## src/rtl/mem_access_stage.sv

```systemverilog
// Memory-access pipeline stage with a valid/ready handshake and a req/ack data-memory port.
// Supports wait states, flush of the in-flight entry, and a bounded-wait timeout with a sticky error flag.
module mem_access_stage #(
  parameter int          DW      = 12,
  parameter int          IW      = 12,
  parameter int          SW      = 4,
  parameter int          FW      = 4,
  parameter logic [SW-1:0] SET_RST = '0,
  parameter int          TIMEOUT = 16
) (
  input  logic          clk,
  input  logic          rst,
  input  logic          flush,
  input  logic          in_valid,
  output logic          in_ready,
  input  logic [DW-1:0] pc_in,
  input  logic [DW-1:0] result_in,
  input  logic [DW-1:0] store_data_in,
  input  logic [IW-1:0] instr_in,
  input  logic [SW-1:0] set_in,
  input  logic [FW-1:0] flags_in,
  input  logic          is_branch_in,
  input  logic          is_load_in,
  input  logic          is_store_in,
  output logic          out_valid,
  input  logic          out_ready,
  output logic [DW-1:0] pc_out,
  output logic [DW-1:0] result_out,
  output logic [DW-1:0] store_data_out,
  output logic [IW-1:0] instr_out,
  output logic [SW-1:0] set_out,
  output logic [FW-1:0] flags_out,
  output logic          mem_req,
  output logic          mem_we,
  output logic [DW-1:0] mem_addr,
  output logic [DW-1:0] mem_wdata,
  input  logic          mem_ack,
  input  logic [DW-1:0] mem_rdata,
  output logic          err,
  input  logic          err_clr
);

  localparam int TMAX = (TIMEOUT > 0) ? TIMEOUT - 1 : 0;
  localparam int CW   = (TIMEOUT > 2) ? $clog2(TIMEOUT) : 1;
  localparam logic [CW-1:0] TMAX_C = CW'(TMAX);

  typedef enum logic [1:0] {EMPTY, ACCESS, FULL} state_t;

  state_t        state_q, state_d;
  logic [DW-1:0] pc_q, pc_d, result_q, result_d, store_data_q, store_data_d;
  logic [IW-1:0] instr_q, instr_d;
  logic [SW-1:0] set_q, set_d;
  logic [FW-1:0] flags_q, flags_d;
  logic          is_load_q, is_load_d, is_store_q, is_store_d;
  logic          kill_q, kill_d;
  logic [CW-1:0] wait_cnt_q, wait_cnt_d;
  logic          err_q, err_d;
  logic          out_valid_q, out_valid_d;
  logic          mem_req_q, mem_req_d, mem_we_q, mem_we_d;
  logic [DW-1:0] mem_addr_q, mem_addr_d, mem_wdata_q, mem_wdata_d;
  logic          accept, timeout_hit;

  assign in_ready = (state_q == EMPTY) | ((state_q == FULL) & out_ready);
  assign accept   = in_valid & in_ready & ~flush;
  assign timeout_hit = (TIMEOUT > 0) && (state_q == ACCESS) && !mem_ack
                       && (wait_cnt_q == TMAX_C);

  always_comb begin
    state_d      = state_q;
    pc_d         = pc_q;
    result_d     = result_q;
    store_data_d = store_data_q;
    instr_d      = instr_q;
    set_d        = set_q;
    flags_d      = flags_q;
    is_load_d    = is_load_q;
    is_store_d   = is_store_q;
    kill_d       = kill_q;
    wait_cnt_d   = wait_cnt_q;
    err_d        = err_q;

    case (state_q)
      EMPTY: state_d = EMPTY;
      ACCESS: begin
        // A killed entry still finishes its bus transaction, then vanishes.
        if (mem_ack) begin
          if (is_load_q) result_d = mem_rdata;
          state_d = (kill_q | flush) ? EMPTY : FULL;
          kill_d  = 1'b0;
        end else if (timeout_hit) begin
          state_d = EMPTY;
          kill_d  = 1'b0;
        end else begin
          wait_cnt_d = wait_cnt_q + 1'b1;
          if (flush) kill_d = 1'b1;
        end
      end
      FULL: begin
        if (flush || out_ready) state_d = EMPTY;
      end
      default: state_d = EMPTY;
    endcase

    // Accept is only possible from EMPTY or a draining FULL, so it overrides the above.
    if (accept) begin
      pc_d         = is_branch_in ? result_in : pc_in;
      result_d     = result_in;
      store_data_d = store_data_in;
      instr_d      = instr_in;
      set_d        = set_in;
      flags_d      = flags_in;
      is_load_d    = is_load_in;
      is_store_d   = is_store_in;
      kill_d       = 1'b0;
      wait_cnt_d   = '0;
      state_d      = (is_load_in | is_store_in) ? ACCESS : FULL;
    end

    if (err_clr)     err_d = 1'b0;
    if (timeout_hit) err_d = 1'b1;

    out_valid_d = (state_d == FULL);
    mem_req_d   = (state_d == ACCESS);
    mem_we_d    = mem_req_d & is_store_d;
    mem_addr_d  = mem_req_d ? result_d : '0;
    mem_wdata_d = mem_we_d ? store_data_d : '0;
  end

  always_ff @(posedge clk or posedge rst) begin
    if (rst) begin
      state_q      <= EMPTY;
      pc_q         <= '0;
      result_q     <= '0;
      store_data_q <= '0;
      instr_q      <= '0;
      set_q        <= SET_RST;
      flags_q      <= '0;
      is_load_q    <= 1'b0;
      is_store_q   <= 1'b0;
      kill_q       <= 1'b0;
      wait_cnt_q   <= '0;
      err_q        <= 1'b0;
      out_valid_q  <= 1'b0;
      mem_req_q    <= 1'b0;
      mem_we_q     <= 1'b0;
      mem_addr_q   <= '0;
      mem_wdata_q  <= '0;
    end else begin
      state_q      <= state_d;
      pc_q         <= pc_d;
      result_q     <= result_d;
      store_data_q <= store_data_d;
      instr_q      <= instr_d;
      set_q        <= set_d;
      flags_q      <= flags_d;
      is_load_q    <= is_load_d;
      is_store_q   <= is_store_d;
      kill_q       <= kill_d;
      wait_cnt_q   <= wait_cnt_d;
      err_q        <= err_d;
      out_valid_q  <= out_valid_d;
      mem_req_q    <= mem_req_d;
      mem_we_q     <= mem_we_d;
      mem_addr_q   <= mem_addr_d;
      mem_wdata_q  <= mem_wdata_d;
    end
  end

  assign out_valid      = out_valid_q;
  assign pc_out         = pc_q;
  assign result_out     = result_q;
  assign store_data_out = store_data_q;
  assign instr_out      = instr_q;
  assign set_out        = set_q;
  assign flags_out      = flags_q;
  assign mem_req        = mem_req_q;
  assign mem_we         = mem_we_q;
  assign mem_addr       = mem_addr_q;
  assign mem_wdata      = mem_wdata_q;
  assign err            = err_q;

endmodule

```

## config.mk

```make
export PLATFORM = sky130hd
export DESIGN_NAME = mem_access_stage
export DESIGN_NICKNAME = d
export VERILOG_FILES = /design/src/rtl/mem_access_stage.sv
export SDC_FILE = /design/constraint.sdc
export NUM_CORES = 1
export LEC_CHECK = 0
export CAP_MARGIN = 20
export CORE_ASPECT_RATIO = 1.1
export CORE_MARGIN = 1.5
export CORE_UTILIZATION = 47
export DETAILED_ROUTE_END_ITERATION = 6
export GPL_TIMING_DRIVEN = 1
export PLACE_DENSITY = 0.95
export SLEW_MARGIN = 20
export SYNTH_ARGS = -nofsm -noshare
export SYNTH_HDL_FRONTEND = slang
export SYNTH_SLANG_ARGS = --single-unit
```

## constraint.sdc

```tcl
create_clock -name clk -period 7.85 [get_ports clk]
set_clock_uncertainty 0.1 [all_clocks]
set_input_delay 1.57 -clock clk [delete_from_list [all_inputs] [get_ports clk]]
set_output_delay 1.57 -clock clk [all_outputs]
set_load 0.02 [all_outputs]
```

==> results of run 1 <==
logic make-up (layout without fill, tap and decap cells):
kind of cell	after synthesis	after routing	synth area share
flops	93	93	0.576
buf+inv	28	187	0.0374
mux	26	26	0.0647
simple gates	152	152	0.153
xor+xnor	2	2	0.00433
compound gates	58	58	0.153
fa+ha+maj	4	4	0.0124
worst max path at each step:
stage | end | slack (ns)
global route | in_ready | 3.22
detailed placement | in_ready | 3.26
floorplan | err$_DFFE_PP0P_ | 3.76
global placement | in_ready | 3.28
CTS | in_ready | 3.26
finish | in_ready | 3.25
critical path, delay by kind of cell:
| family | cells | cell delay, ns |
|---|---|---|
| compound gates | 1 | 0.10 |
| buf+inv | 3 | 1.26 |
cells in the mapped netlist (all sizes together):
cell,instances
a2111oi,23
a211oi,1
a21boi,1
a21oi,14
a22oi,1
a41oi,1
and3,3
buf,14
clkbuf,7
dfrtp,93
ha,4
inv,7
mux2,1
mux2i,25
nand2,112
nand2b,3
nand3,2
nor2,22
nor2b,2
nor3,6
nor4b,1
o21a,1
o21ai,13
o22ai,1
o2bb2ai,1
o311a,1
or2,1
xnor2,1
xor2,1
metal layers:
metal | vias up | track usage | routed length (microns)
met5 | - | 0 | 0
met4 | 0 | 0.0757 | 213
met3 | 19 | 0.0538 | 565
met2 | 124 | 0.434 | 5480
met1 | 1594 | 0.267 | 3930
li1 | 1539 | - | -
power by group through the flow:
stage / clock [mW] / combinational [mW] / sequential (mW)
4_1_cts: 0.382 / 0.372 / 0.575
3_3_place_gp: 0 / 0.359 / 0.581
2_1_floorplan: 0 / 0.111 / 0.652
5_1_grt: 0.399 / 0.394 / 0.583
6_report: 0.373 / 0.368 / 0.574
3_5_place_dp: 0 / 0.370 / 0.584
layout make-up:
type	count	area, sq um
fill	631	2420
sequential	93	2330
timing repair buffer	165	1640
multi-input combinational	242	1580
tap	111	139
clock buffer	9	124
clock inverter	6	111
inverter	7	27.5
sequential cells by signal, summed over array words and instances (netlist names):
signal and flops:
set_out 4, mem_we 1, kill_q 1, is_load_q 1, out_valid 1, result_out 12, mem_addr 12, state_q 2
is_store_q 1, wait_cnt_q 4, flags_out 4, pc_out 12, err 1, mem_wdata 12, mem_req 1, instr_out 12
store_data_out 12
stage by stage:
step / instance area [sq um] / setup slack, ns / util
finish: 5950 / 3.25 / 0.711
CTS: 5950 / 3.26 / 0.711
global placement: 5710 / 3.28 / 0.683
detailed placement: 5710 / 3.26 / 0.683
floorplan: 4040 / 3.76 / -
global route: 5950 / 3.22 / 0.711
==> results by group, run 1 <==
Setup path
  – RR Startpoint: state_q[0]$_DFF_PP0_
  – R2r setup slk: between 4 and 5 ns
  – Crit path from: out_ready
  – Critical Path AT: 2.93 ns
  – Most used cell, CP: clkdlybuf4s50_1
  – Required time worst endpoint: ~6.2 ns
  – Setup CP Type: primary input to output pin
  – CP max stage delay: 0.64 ns
  – Worst r2r dst: out_valid$_DFF_PP0_
  – Crit end category: output pin
  – Slowest CP cell: clkdlybuf4s50_1
  – Crit path cell chain: clkdlybuf4s50_1 -> a21oi_2 -> inv_2 -> clkdlybuf4s50_1
  – Worst setup SP type: primary input
  – CP Max Fanout: 4
  – Reg2Reg Depth: 7

Floorplan
  – Initial Util: 0.483
  – Ports: ~160
  – Core Area: between 8000 and 9000 sq um
  – Die Wd: between 90 and 100 microns
  – Die area: 9170 sq um
  – DIE HEIGHT: around 100 microns
  – Row count: 35

Synth
  – Cell area after synthesis: between 4000 and 5000 sq um
  – Post-Syn Instances: around 360
  – Synthesis Warnings: 0
  – Sequential fraction of the synthesis area: 0.576
  – Mapped Nets: roughly 450
  – Synth area leader: dfrtp_1
  – Yosys top cell area share: 0.576
  – Synthesized area per cell: ~11 sq um
  – Post-synthesis cell type count: 37
  – Synth area leaders: dfrtp_1 (58%), nand2_1 (10%), a2111oi_2 (7.1%)
  – Yosys reg bits: 93

Drt
  – DRC: 0
  – Routed vias/inst: around 5.2
  – Drt initial violations: 134
  – Antenna-violating nets left: 0
  – Vias: 3,276
  – DR pass1 iterations: 4
  – Drt wl/cell: 16.1 microns
  – Post-Route WL: 10,200 microns

Clocking
  – Clock Path Buffers: 2
  – H-tree depth: 3
  – CTS tree: yes
  – Post-CTS Setup Bufs: 0
  – CTS Buf Count: 9
  – CTS Sinks: 93
  – Hold buffer count at cts: 0
  – Clock transition at the registers of the reported paths: about 0.080 ns
  – Clk_lat worst skew: approximately 0.34 ns
  – Root Buffer Master: clkbuf_8
  – PostCTS Resize Cnt: 0

Worst hold path
  – Hold Path Origin: instr_out[1]$_DFFE_PP0P_
  – Hold Crit Class: flop to flop
  – Hold Path End: instr_out[1]$_DFFE_PP0P_
  – Hold Path Depth: 2

Cells and area
  – Layout Nets: 600
  – Layout cell share with drive strength beyond 1: 0.0996
  – Most common cell after layout, fill and taps aside: clkdlybuf4s50_1
  – ANT cells: 0
  – Finished Layout Cells: 633
  – Most frequent cells in the layout: clkdlybuf4s50_1 (162), nand2_1 (111), dfrtp_1 (93)
  – P&R area growth vs syn: 47.1%

Global route
  – First-pass GRT wire length: approximately 17,000 microns
  – Pin count of the biggest net entering global routing: 97
  – Initial antenna violation count: 0
  – Grt ovf: 0
  – Total track usage: 0.234
  – Vias in the first global route: roughly 3,500

Pwr
  – Power Density: 221 nW/um^2
  – Leak: about 2.7 nW
  – Gate power share: 0.280
  – Internal power: 0.923 mW
  – Sw frac: 0.298
  – Register share of total power: 0.437
  – Maximum VDD drop: around 0.15 mV
  – Sw power: roughly 0.4 mW
  – Clk pwr share: 0.283
  – Total power: 1.32 mW

Placed design
  – Dpl cells: between 600 and 700
  – Final HPWL DP: roughly 7500 microns
  – Port buffer count: approximately 160
  – Routability cong.: between 0.7 and 0.8

STA
  – Slew Limit Headroom: 0.314
  – Fmax: ~0.22 GHz
  – Final hold vios: 0
  – Worst hold slack: between 0.3 and 0.4 ns
  – RSZ-0062 raised after global routing: false
  – Setup TNS Final: 0 ns
  – Slew @ Worst Pin: just over 1 ns
  – Final min period: 4.60 ns
  – Slew Viols, Final: 0
  – Final Setup Violations: 0
  – Final worst path period share: 0.586

Run status
  – Status: finished, final reports clean

Run
  – Maxcap violations: 0
Power figures use the tool's default switching activity.
==> run 2: changes to the inputs <==
- CORE_UTILIZATION: 47 -> 39
- PLACE_DENSITY: 0.95 -> 0.86
- clock period: 7.85 -> 3.7 ns (I/O delays scaled with it)
==> results by group, run 2 (synthesized netlist as in run 1, its figures left out) <==
Run status
  – Status: finished, final reports clean

Cells and area
  – Util after Layout: 0.597 (-0.114)
  – P&R area growth vs syn: 47.4%
  – ANT cells: 0 (unchanged)
  – Most frequent cells in the layout: clkdlybuf4s50_1 (162), nand2_1 (111), dfrtp_1 (93)
  – Most common cell after layout, fill and taps aside: clkdlybuf4s50_1
  – Layout cell share with drive strength beyond 1: 0.0973 (-0.00229)
  – Layout Nets: 602 (+0.33%)

Setup path
  – Crit end category: output pin
  – Worst setup SP type: primary input
  – Critical Path AT: 2.09 ns (-0.84 ns)
  – Setup CP Type: primary input to output pin
  – CP Max Fanout: 4 (unchanged)
  – Required time worst endpoint: 2.86 ns (-3.32 ns)

Clocking
  – CTS Sinks: 93 (unchanged)
  – Clock Path Buffers: 2 (unchanged)
  – CTS tree: yes
  – Hold buffer count at cts: 0 (unchanged)
  – Clk_lat worst skew: 0.35 ns (about the same)
  – PostCTS Resize Cnt: 0 (unchanged)
  – CTS Buf Count: 9 (unchanged)
  – H-tree depth: 3 (unchanged)
  – Post-CTS Setup Bufs: 0 (unchanged)
  – Clock transition at the registers of the reported paths: 0.08 ns (about the same)
  – Root Buffer Master: clkbuf_8

STA
  – Slew Limit Headroom: 0.443 (+0.129)
  – Fin worst setup slack: 0.770 ns (-2.48 ns)
  – Fmax: about 0.34 GHz
  – Final min period: slightly below 3 ns
  – Slew Viols, Final: 0 (unchanged)
  – RSZ-0062 raised after global routing: false
  – Final worst path period share: 0.792
  – Final Setup Violations: 0 (unchanged)
  – Slew @ Worst Pin: 0.833 ns (-0.196 ns)
  – Setup TNS Final: 0 ns (unchanged)
  – Final hold vios: 0 (unchanged)

Floorplan
  – Row count: 38 (+8.6%)
  – Die Wd: 100 microns (+9.5%)
  – Ports: 163 (unchanged)
  – Die area: 11,000 sq um (+20%)
  – Core Area: 9980 sq um (+19%)
  – DIE HEIGHT: 110 microns (+9.5%)
  – Initial Util: 0.405 (-0.0784)

Pwr
  – Power Density: 450 nW/um^2 (+100%)
  – Gate power share: 0.294 (+0.014)
  – Sw frac: 0.305 (+0.00712)
  – Internal power: 1.86 mW (+100%)
  – Leak: 2.68 nW (about the same)
  – Clk pwr share: 0.251 (-0.032)
  – Sw power: 0.818 mW (+110%)
  – Register share of total power: 0.455 (+0.018)
  – Maximum VDD drop: 0.273 mV (+78%)

Global route
  – Initial antenna violation count: 0 (unchanged)
  – Pin count of the biggest net entering global routing: 94 (-3.1%)
  – Total track usage: 0.199 (-0.0353)
  – Vias in the first global route: 3,450 (-2.1%)
  – Grt ovf: 0 (unchanged)
  – First-pass GRT wire length: 16,900 microns (+0.21%)

Drt
  – Drt wl/cell: 16.5 microns (+2.8%)
  – Antenna-violating nets left: 0 (unchanged)
  – DR pass1 iterations: 4 (unchanged)
  – Routed vias/inst: 5.11 (-1.3%)
  – Post-Route WL: 10,700 microns (+4.6%)
  – Drt initial violations: 83 (-38%)
  – DRC: 0 (unchanged)
  – Vias: 3,290 (+0.43%)

Run
  – Maxcap violations: 0 (unchanged)

Placed design
  – Post-Place Worst Slack: 0.708 ns (-2.55 ns)
  – Port buffer count: 162 (unchanged)
  – Final HPWL DP: 7620 microns (+2.2%)
  – Routability cong.: 0.836 (+4.5%)

Worst hold path
  – Hold Crit Class: flop to flop
run 2: changes by cell type in the layout (fill, tap and decap cells not counted), sizes merged:
cell / before / now
buf: 3 / 5
clkbuf: 9 / 14
clkinvlp: 1 / 0
clkinv: 2 / 0
bufinv: 3 / 1
run 2: power by group through the flow:
stage | clock network, mW | logic [mW] | registers (mW)
2_1_floorplan | 0 | 0.234 | 1.38
3_3_place_gp | 0 | 0.772 | 1.23
3_5_place_dp | 0 | 0.794 | 1.24
4_1_cts | 0.696 | 0.797 | 1.22
5_1_grt | 0.734 | 0.846 | 1.23
6_report | 0.674 | 0.789 | 1.22
run 2: per-layer routing:
layer,vias up,part of all wire,track usage
met5,-,0,0
met4,0,0.035,0.110
met3,28,0.064,0.0464
met2,114,0.50,0.342
met1,1605,0.40,0.231
li1,1543,-,-
run 2: worst max-delay path, stage by stage:
cell             delay [ns]
clkdlybuf4s50_1        0.52
a21oi_2                0.10
inv_2                  0.10
clkdlybuf4s50_1        0.64
run 2: final timing paths:
kind                                         from                          end  slack (ns)  depth (start not counted)
max                                     out_ready                     in_ready        0.77                          4
min                        set_out[0]$_DFFE_PP0P_       set_out[0]$_DFFE_PP0P_        0.38                          2
max reg2reg                  state_q[0]$_DFF_PP0_        mem_addr[2]$_DFF_PP0_        1.26                          8
min reg2reg                set_out[0]$_DFFE_PP0P_       set_out[0]$_DFFE_PP0P_        0.38                          2
min in group asynchronous                     rst     flags_out[0]$_DFFE_PP0P_        0.83                          2
max in group asynchronous                     rst  store_data_out[9]$_DFF_PP0_        2.10                          2
run 2: stage by stage:
step / hold WS [ns] / instance area [sq um] / instances / power (mW)
finish: 0.378 / 5960 / 644 / 2.68
global route: 0.403 / 5960 / 644 / 2.82
CTS: 0.383 / 5960 / 644 / 2.71
detailed placement: 0.361 / 5770 / 629 / 2.03
global placement: 0.356 / 5770 / 629 / 2.01
floorplan: 0.346 / 4040 / 363 / 1.62
run 2: cell type report:
| class | instances | area [sq um] |
|---|---|---|
| clock inverters | 1 | 30.0 |
| fillers | 817 | 4020 |
| well taps | 120 | 150 |
| flip-flops and latches | 93 | 2330 |
| inverters | 7 | 31.3 |
| multi-input cells | 242 | 1580 |
| clock buffers | 14 | 163 |
| repair buffers | 167 | 1680 |
==> run 3: changes to the inputs <==
- CORE_UTILIZATION: 39 -> 43
- PLACE_DENSITY: 0.86 -> 0.9
- clock period: 3.7 -> 2.9 ns (I/O delays scaled with it)
==> results by group, run 3 (synthesized netlist as in run 1, its figures left out) <==
STA
  – Final min period: between 2 and 3 ns
  – Slew Limit Headroom: 0.508 (+0.0649)
  – Final worst path period share: 0.919
  – Final Setup Violations: 0 (unchanged)
  – Final hold vios: 0 (unchanged)
  – Setup TNS Final: 0 ns (unchanged)
  – Slew Viols, Final: 0 (unchanged)
  – RSZ-0062 raised after global routing: false
  – Slew @ Worst Pin: 0.736 ns (-0.0973 ns)
  – Fmax: approximately 0.38 GHz

Floorplan
  – Initial Util: 0.449 (+0.0439)
  – DIE HEIGHT: 105 microns (-4.6%)
  – Die area: 9990 sq um (-9.0%)
  – Ports: 163 (unchanged)
  – Core Area: 9010 sq um (-9.8%)
  – Row count: 36 (-5.3%)
  – Die Wd: 95.5 microns (-4.6%)

Placed design
  – Port buffer count: 162 (unchanged)
  – Placed cell area: 5810 sq um (+0.76%)
  – Routability cong.: 0.863 (+3.2%)
  – Final HPWL DP: 7690 microns (+0.81%)

Setup path
  – Critical Path AT: 1.99 ns (-0.10 ns)
  – Crit end category: output pin
  – Required time worst endpoint: 2.22 ns (-0.64 ns)
  – Worst setup SP type: flop
  – CP Max Fanout: 4 (unchanged)
  – Setup CP Type: flop to output pin

Drt
  – Routed vias/inst: 5.15 (+0.79%)
  – Antenna-violating nets left: 0 (unchanged)
  – DR pass1 iterations: 4 (unchanged)
  – Post-Route WL: 10,500 microns (-1.6%)
  – DRC: 0 (unchanged)
  – Drt initial violations: 148 (+78%)
  – Vias: 3,311 (+0.64%)
  – Drt wl/cell: 16.3 microns (-1.4%)

Global route
  – Vias in the first global route: 3,513 (+1.8%)
  – First-pass GRT wire length: 17,000 microns (+0.69%)
  – Initial antenna violation count: 0 (unchanged)
  – Pin count of the biggest net entering global routing: 94 (unchanged)
  – Grt ovf: 0 (unchanged)
  – Total track usage: 0.221 (+0.0223)

Clocking
  – PostCTS Resize Cnt: 0 (unchanged)
  – CTS tree: yes
  – CTS Buf Count: 9 (unchanged)
  – Clock Path Buffers: 2 (unchanged)
  – Clk_lat worst skew: 0.34 ns (about the same)
  – Post-CTS Setup Bufs: 0 (unchanged)
  – CTS Sinks: 93 (unchanged)
  – Hold buffer count at cts: 0 (unchanged)
  – Clock transition at the registers of the reported paths: 0.09 ns (about the same)
  – Root Buffer Master: clkbuf_8
  – H-tree depth: 3 (unchanged)

Cells and area
  – Fill count: 694 (-15%)
  – Design area: 5980 sq um (+0.38%)
  – Layout cell share with drive strength beyond 1: 0.104 (+0.00664)
  – Most common cell after layout, fill and taps aside: clkdlybuf4s50_1
  – ANT cells: 0 (unchanged)
  – P&R area growth vs syn: 48.0%
  – Layout Nets: 607 (+0.83%)
  – Most frequent cells in the layout: clkdlybuf4s50_1 (162), nand2_1 (111), dfrtp_1 (93)

Pwr
  – Leak: 2.69 nW (+0.52%)
  – Maximum VDD drop: 0.379 mV (+39%)
  – Power Density: 564 nW/um^2 (+25%)

Run status
  – Status: finished, final reports clean

Worst hold path
  – Hold Crit Class: flop to flop

Run
  – Maxcap violations: 0 (unchanged)
## run 3: area by class of cell
type	instances	area, sq um	share of cell area
flip-flops and latches	93	2330	0.389
clock buffers	13	139	0.0232
multi-input cells	242	1580	0.263
repair buffers	172	1730	0.290
inverters	7	30.0	0.00502
well taps	114	143	0.0238
clock inverters	2	35.0	0.00586
## run 3: routing by layer
layer | global-route usage | wire length [microns]
met3 | 0.0488 | 645
met1 | 0.263 | 4120
met2 | 0.382 | 5540
met4 | 0.0861 | 189
met5 | 0 | 0
## run 3: through the flow
stage	instances	power [mW]	worst slack (ns)	util	hold WS, ns
floorplan	363	2.07	0.787	-	0.346
global placement	628	2.56	0.356	0.645	0.357
detailed placement	628	2.60	0.295	0.645	0.365
CTS	643	3.41	0.225	0.664	0.380
global route	643	3.56	0.127	0.664	0.404
finish	643	3.37	0.234	0.664	0.376
## run 3: worst max-delay path, cell delays in order, from the launching register on
cell,delay [ns]
dfrtp_1,0.43
inv_1,0.08
ha_1,0.24
a21oi_2,0.24
inv_2,0.10
clkdlybuf4s50_1,0.55
## run 3: power breakdown
part / switching (mW) / leakage [nW] / internal, mW / total, mW
registers: 0.0915 / 1.18 / 1.46 / 1.55
clock network: 0.411 / 0.0875 / 0.395 / 0.805
logic: 0.536 / 1.42 / 0.479 / 1.01
total: 1.04 / 2.69 / 2.34 / 3.37
## run 3: final timing paths
| check | startpoint | end | slack, ns | depth (start not counted) |
|---|---|---|---|---|
| setup / recovery | state_q[0]$_DFF_PP0_ | in_ready | 0.23 | 5 |
| hold / removal | set_out[0]$_DFFE_PP0P_ | set_out[0]$_DFFE_PP0P_ | 0.38 | 2 |
| setup reg to reg | state_q[0]$_DFF_PP0_ | mem_wdata[1]$_DFF_PP0_ | 0.58 | 8 |
| hold reg to reg | set_out[0]$_DFFE_PP0P_ | set_out[0]$_DFFE_PP0P_ | 0.38 | 2 |
| max in group asynchronous | rst | mem_addr[0]$_DFF_PP0_ | 1.72 | 3 |
| min in group asynchronous | rst | pc_out[2]$_DFFE_PP0P_ | 0.59 | 3 |
